**config.mk**
```make
export PLATFORM = sky130hd
export DESIGN_NAME = wrr_grant_ctrl
export DESIGN_NICKNAME = d
export VERILOG_FILES = /design/src/rtl/wrr_pkg.sv /design/src/rtl/wrr_grant_ctrl_rr_pick.sv /design/src/rtl/wrr_grant_ctrl.sv
export SDC_FILE = /design/constraint.sdc
export NUM_CORES = 1
export LEC_CHECK = 0
export ABC_AREA = 1
export BUFFER_PORTS_ARGS = -buffer_cell sky130_fd_sc_hd__buf_2
export CAP_MARGIN = 20
export CORE_MARGIN = 2
export CORE_UTILIZATION = 55
export CTS_CLUSTER_DIAMETER = 60
export CTS_CLUSTER_SIZE = 14
export DETAILED_ROUTE_END_ITERATION = 8
export GPL_TIMING_DRIVEN = 0
export MAX_ROUTING_LAYER = met4
export PLACE_DENSITY = 0.82
export SYNTH_ARGS = -nofsm -noshare
export SYNTH_HDL_FRONTEND = slang
export SYNTH_SLANG_ARGS = --single-unit
```
**constraint.sdc**
```tcl
create_clock -name clk -period 2.3 [get_ports clk]
set_input_delay 0.46 -clock clk [delete_from_list [all_inputs] [get_ports clk]]
set_output_delay 0.46 -clock clk [all_outputs]
set_load 0.05 [all_outputs]
```
**src/rtl/wrr_pkg.sv**
```systemverilog
// Shared types and helpers for the weighted round-robin grant controller.
package wrr_pkg;

  typedef enum logic [1:0] {
    IDLE = 2'd0,
    BUSY = 2'd1,
    GAP  = 2'd2
  } state_e;

  localparam int DEFAULT_WEIGHT = 1;

  // Advance an index by one, wrapping back to 0 at n.
  function automatic int unsigned next_idx(input int unsigned idx, input int unsigned n);
    return (idx + 1 >= n) ? 0 : idx + 1;
  endfunction

endpackage

```
**src/rtl/wrr_grant_ctrl_rr_pick.sv**
```systemverilog
// Combinational rotating-priority picker: first set request at or above ptr, mod N.
module rr_pick #(
  parameter int N  = 4,
  parameter int IW = $clog2(N)
) (
  input  logic [N-1:0]  request,
  input  logic [IW-1:0] ptr,
  output logic          hit,
  output logic [N-1:0]  onehot,
  output logic [IW-1:0] idx
);

  always_comb begin
    int pos;
    pos    = 0;
    hit    = 1'b0;
    onehot = '0;
    idx    = '0;
    for (int i = 0; i < N; i++) begin
      pos = int'(ptr) + i;
      if (pos >= N) pos = pos - N;
      if (!hit && request[pos]) begin
        hit         = 1'b1;
        onehot[pos] = 1'b1;
        idx         = IW'(pos);
      end
    end
  end

endmodule

```
**src/rtl/wrr_grant_ctrl.sv**
```systemverilog
// Weighted round-robin grant controller with done-counted credit per grant.
// Optional watchdog enabled by defining WRR_TIMEOUT_EN.
module wrr_grant_ctrl
  import wrr_pkg::*;
#(
  parameter int N   = 4,
  parameter int CW  = 4,
  parameter int TMO = 16,
  parameter int IW  = $clog2(N)
) (
  input  logic          clk,
  input  logic          rst,
  input  logic [N-1:0]  request,
  input  logic          done,
  input  logic          weight_wr,
  input  logic [IW-1:0] weight_idx,
  input  logic [CW-1:0] weight_data,
  output logic [N-1:0]  grant,
  output logic          grant_valid,
  output logic [IW-1:0] grant_id,
  output logic          timeout
);

  state_e          state_q, state_d;
  logic [IW-1:0]   ptr_q, ptr_d;
  logic [IW-1:0]   gid_q, gid_d;
  logic [N-1:0]    grant_q, grant_d;
  logic [CW-1:0]   credit_q, credit_d;
  logic [CW-1:0]   weight_q [N];
  logic            timeout_q, timeout_d;

  logic            pick_hit;
  logic [N-1:0]    pick_onehot;
  logic [IW-1:0]   pick_idx;

`ifdef WRR_TIMEOUT_EN
  localparam int TW = (TMO > 1) ? $clog2(TMO) : 1;
  logic [TW-1:0]   timer_q, timer_d;
`endif

  rr_pick #(.N(N), .IW(IW)) u_pick (
    .request (request),
    .ptr     (ptr_q),
    .hit     (pick_hit),
    .onehot  (pick_onehot),
    .idx     (pick_idx)
  );

  // Weight table; a zero weight is stored as one so credit never starts at 0.
  always_ff @(posedge clk) begin
    if (rst) begin
      for (int i = 0; i < N; i++) weight_q[i] <= CW'(DEFAULT_WEIGHT);
    end else if (weight_wr && (int'(weight_idx) < N)) begin
      weight_q[weight_idx] <= (weight_data == '0) ? CW'(DEFAULT_WEIGHT) : weight_data;
    end
  end

  always_ff @(posedge clk) begin
    if (rst) begin
      state_q   <= IDLE;
      ptr_q     <= '0;
      gid_q     <= '0;
      grant_q   <= '0;
      credit_q  <= '0;
      timeout_q <= 1'b0;
    end else begin
      state_q   <= state_d;
      ptr_q     <= ptr_d;
      gid_q     <= gid_d;
      grant_q   <= grant_d;
      credit_q  <= credit_d;
      timeout_q <= timeout_d;
    end
  end

`ifdef WRR_TIMEOUT_EN
  always_ff @(posedge clk) begin
    if (rst) timer_q <= '0;
    else     timer_q <= timer_d;
  end
`endif

  always_comb begin
    state_d   = state_q;
    ptr_d     = ptr_q;
    gid_d     = gid_q;
    grant_d   = grant_q;
    credit_d  = credit_q;
    timeout_d = 1'b0;
`ifdef WRR_TIMEOUT_EN
    timer_d   = timer_q;
`endif

    case (state_q)
      BUSY: begin
        // Release ordering: owner drop, last credit, then watchdog.
        if (!request[gid_q] || (done && credit_q == CW'(1))) begin
          state_d = GAP;
          grant_d = '0;
          gid_d   = '0;
          ptr_d   = IW'(next_idx(32'(gid_q), N));
        end else if (done) begin
          credit_d = credit_q - CW'(1);
`ifdef WRR_TIMEOUT_EN
          timer_d  = '0;
        end else if (timer_q == TW'(TMO - 1)) begin
          state_d   = GAP;
          grant_d   = '0;
          gid_d     = '0;
          ptr_d     = IW'(next_idx(32'(gid_q), N));
          timeout_d = 1'b1;
        end else begin
          timer_d = timer_q + TW'(1);
`endif
        end
      end
      default: begin
        if (pick_hit) begin
          state_d  = BUSY;
          grant_d  = pick_onehot;
          gid_d    = pick_idx;
          credit_d = weight_q[pick_idx];
`ifdef WRR_TIMEOUT_EN
          timer_d  = '0;
`endif
        end else begin
          state_d = IDLE;
          grant_d = '0;
          gid_d   = '0;
        end
      end
    endcase
  end

  assign grant       = grant_q;
  assign grant_valid = |grant_q;
  assign grant_id    = gid_q;
  assign timeout     = timeout_q;

endmodule

```
==> results.toml <==
[status]
status = "finished, final reports clean"

[global_routing]
globalRouteOverflowTotal = 0
grt_pass1_vias = 1552
antenna_found_initial = 0
global_route.usage.total = 0.2227
grt_max_degree = 11
grt_first_pass_wirelength_mm = 6.727

[critical_path]
critPathMaxFanout = 9
critPathKind = "flip-flop to flip-flop"
setup.worst_path.end = "credit_q[2]"
max_stage_delay_ns = 0.39
r2r_cells = 13
crit_family = "simple AND/OR/NAND/NOR gates"
worst_ep_required_time_ns = 2.54
critPathLaunch = "ptr_q[0]"
worst-endpoint-arrival_ns = 2.36
cp_common_cell = "nand2_4"
critPathBufInv = 3
wp_depth = 13
worstReg2RegStart = "ptr_q[0]"
r2r_slack_ns = 0.19
worstPathCellList = "buf_8 -> inv_8 -> ha_1 -> inv_2 -> nand3_2 -> nand2_4 -> nand4_4 -> nand2_4 -> nand2_4 -> nand2_1 -> nand3_1 -> nand3_1 -> a21oi_2"
worstSetupStartpointType = "flip-flop"
crit_slowest_cell = "dfxtp_4"
endpoint_of_the_lowest_slack_register_to_register_path = "credit_q[2]"
worstSetupEndpointType = "flip-flop"

[floorplanning]
die_y_um = 63.04
initial_utilization = 0.5744
io_pins = 22
fp.dieArea_mm2 = 0.003973
die_width_um = 63.04
core_region_area_mm2 = 0.003337
placementRows = 21

[pwr]
leakagePower_nw = 0.9607
p_sw_w = 0.001649
comb_power_share = 0.645
vdd.ir_drop.worst_uv = 520.1
p_int_w = 0.001454
power_switching_share = 0.5314
power_per_cell_area_mw_per_mm2 = 1428
clkPwrFrac = 0.100
power_frac_seq = 0.255

[cells_and_area]
design_area_mm2 = 0.002172
layout_commonest_cell = "nand2_1"
final_core_utilization = 0.6509
non_filler_cells_in_the_finished_layout = 321
nNetsFinal = 295
antenna_cells_inserted = 0
final_layout_size_suffix_gt1_frac = 0.2255
layout-area-overhead-vs-synth_pct = 13.32
layout.cells.most_common_list = "nand2_1 (55), nor2_1 (31), nand3_1 (28)"

[clock_tree]
cts_inserted_buffers = 5
cts_tree = "done"
cts-root-buf = "clkbuf_4"
clock_transition_time_at_the_flip_flop_clock_pins_of_the_worst_setup_and_hold_paths_ns = 0.10
clock_latency_ns = 0.34
htree_levels = 2
cts_sinks = 30
cts.path.max_buffers = 2

[place]
dpl.hpwl_mm = 2.900
detailed_place.area_mm2 = 0.002069
gp_routability_congestion = 0.8543
dp_cells = 310
port_buffers = 19

[timing]
timing_hold_violations_final = 0
worst_pin_slew_ns = 0.5858
fin_setup_tns_ns = 0
max_freq_mhz = 473.2
timing.max_slew.rel_slack = 0.6071
holdWs_ns = 0.4324
final.setup_skew_ns = 0.008823
grt_setup_unrepaired = "false"
min_period_over_period = 0.9189
fin_crit_ns = 2.113
timing.final.max_slew_violations = 0
finalSetupViolations = 0

[synth]
post_synth_instance_area_mm2 = 0.001917
synth_flop_cell = "edfxtp_1"
synthesized_instance_count = 245
async_reset_ff_frac = 0
ys_seq_area_frac = 0.3969
ys.warnings.count = 0
netlist-cell-type-count = 35
synth_enable_flop_cells = 16
synth_area_per_cell_um2 = 7.824
number_of_nets_in_the_synthesized_netlist = 266
synth-seq-cells = 30

[hold_path]
timing.hold.worst.class = "primary input to flip-flop"
min_path_cells = 3
hold_start = "weight_idx[1]"

[routing]
route.detailed.wl_per_inst_um = 12.26
detail_route.iter0.violations = 89
viasPerCell = 5.293
finalWirelength_mm = 3.937
remaining_drc_errors = 0
dr_total_vias = 1699
route.antenna.remaining_nets = 0
firstDrtPassIters = 4

[flow_run]
max-cap-violations = 0
## power by group through the flow
| stage | sequential [W] | combinational (W) | clock [W] |
|---|---|---|---|
| finish | 0.000791 | 0.00200 | 0.000309 |
| floorplan | 0.000910 | 0.00143 | 0 |
| CTS | 0.000778 | 0.00191 | 0.000312 |
| global placement | 0.000785 | 0.00187 | 0 |
| global route | 0.000808 | 0.00221 | 0.000331 |
| detailed placement | 0.000790 | 0.00190 | 0 |
## flip-flops by register name (all words and copies together), names as in the netlist
name / flops
weight_q: 16
credit_q: 4
state_q: 2
grant: 4
grant_id: 2
ptr_q: 2
## metrics by stage
stage / setup slack, ns / power [W]
final: 0.1866 / 0.003103
after CTS: 0.03325 / 0.002996
after detailed placement: 0.04528 / 0.002687
after floorplan: 0.3548 / 0.002340
after global routing: 0.03021 / 0.003352
after global placement: 0.04645 / 0.002653
## cell usage after synthesis (3+ instances only)
cell type	number	area share
a21oi_2	6	0.027
a21oi_1	11	0.029
nand2_1	55	0.11
nand2_4	5	0.029
nand3_1	29	0.076
a22oi_1	4	0.016
ha_1	7	0.046
nor2_1	31	0.061
inv_1	28	0.055
edfxtp_1	16	0.25
nand2_2	3	0.0098
nand3_2	4	0.021
dfxtp_1	14	0.15
o221ai_1	4	0.018
o21ai_0	6	0.016
## worst register-to-register path, cell delays in order, from the launching register on
cell     delay [ns]
dfxtp_4        0.39
buf_8          0.16
inv_8          0.06
ha_1           0.34
inv_2          0.10
nand3_2        0.10
nand2_4        0.14
nand4_4        0.18
nand2_4        0.17
nand2_4        0.09
nand2_1        0.08
nand3_1        0.08
nand3_1        0.10
a21oi_2        0.05
## how the worst min path moves through the flow
stage          slack, ns        endpoint
6_report            0.43  weight_q[0][0]
2_1_floorplan       0.53     credit_q[3]
5_1_grt             0.44  weight_q[3][0]
3_3_place_gp        0.46        grant[2]
3_5_place_dp        0.46        grant[3]
4_1_cts             0.42  weight_q[0][0]
## cells by family (layout without fill, tap and decap cells)
kind of cell / Yosys count / in the layout / share of synthesized area
simple gates: 134 / 135 / 0.3401
compound gates: 37 / 37 / 0.1306
buf+inv: 35 / 64 / 0.08028
flops: 30 / 30 / 0.3969
fa+ha+maj: 7 / 7 / 0.04569
other cells: 1 / 1 / 0.001956
xor+xnor: 1 / 1 / 0.004570
## area by class of cell
type,instances,area [µm²]
Tap cell,46,57.56
Sequential cell,30,765.7
Timing Repair Buffer,21,110.1
Multi-Input combinational cell,181,1023
Clock inverter,3,16.27
Inverter,31,127.6
Buffer,4,33.78
Clock buffer,5,37.54
Fill cell,289,1165
## layer usage
layer	vias up	track usage	routed length, µm
met5	-	-	0
met4	0	0.1111	82
met3	11	0.04865	283
met2	63	0.3511	1853
met1	746	0.2695	1717
li1	879	-	-
## what timing repair did
| item | in CTS | in global routing |
|---|---|---|
| endpoints found under the setup margin | 0 | 6 |
| setup buffers | 0 | 2 |
| gates resized for setup | 0 | 9 |
| hold buffers | 0 | 0 |
No activity file was read; power rests on OpenSTA's default activity.
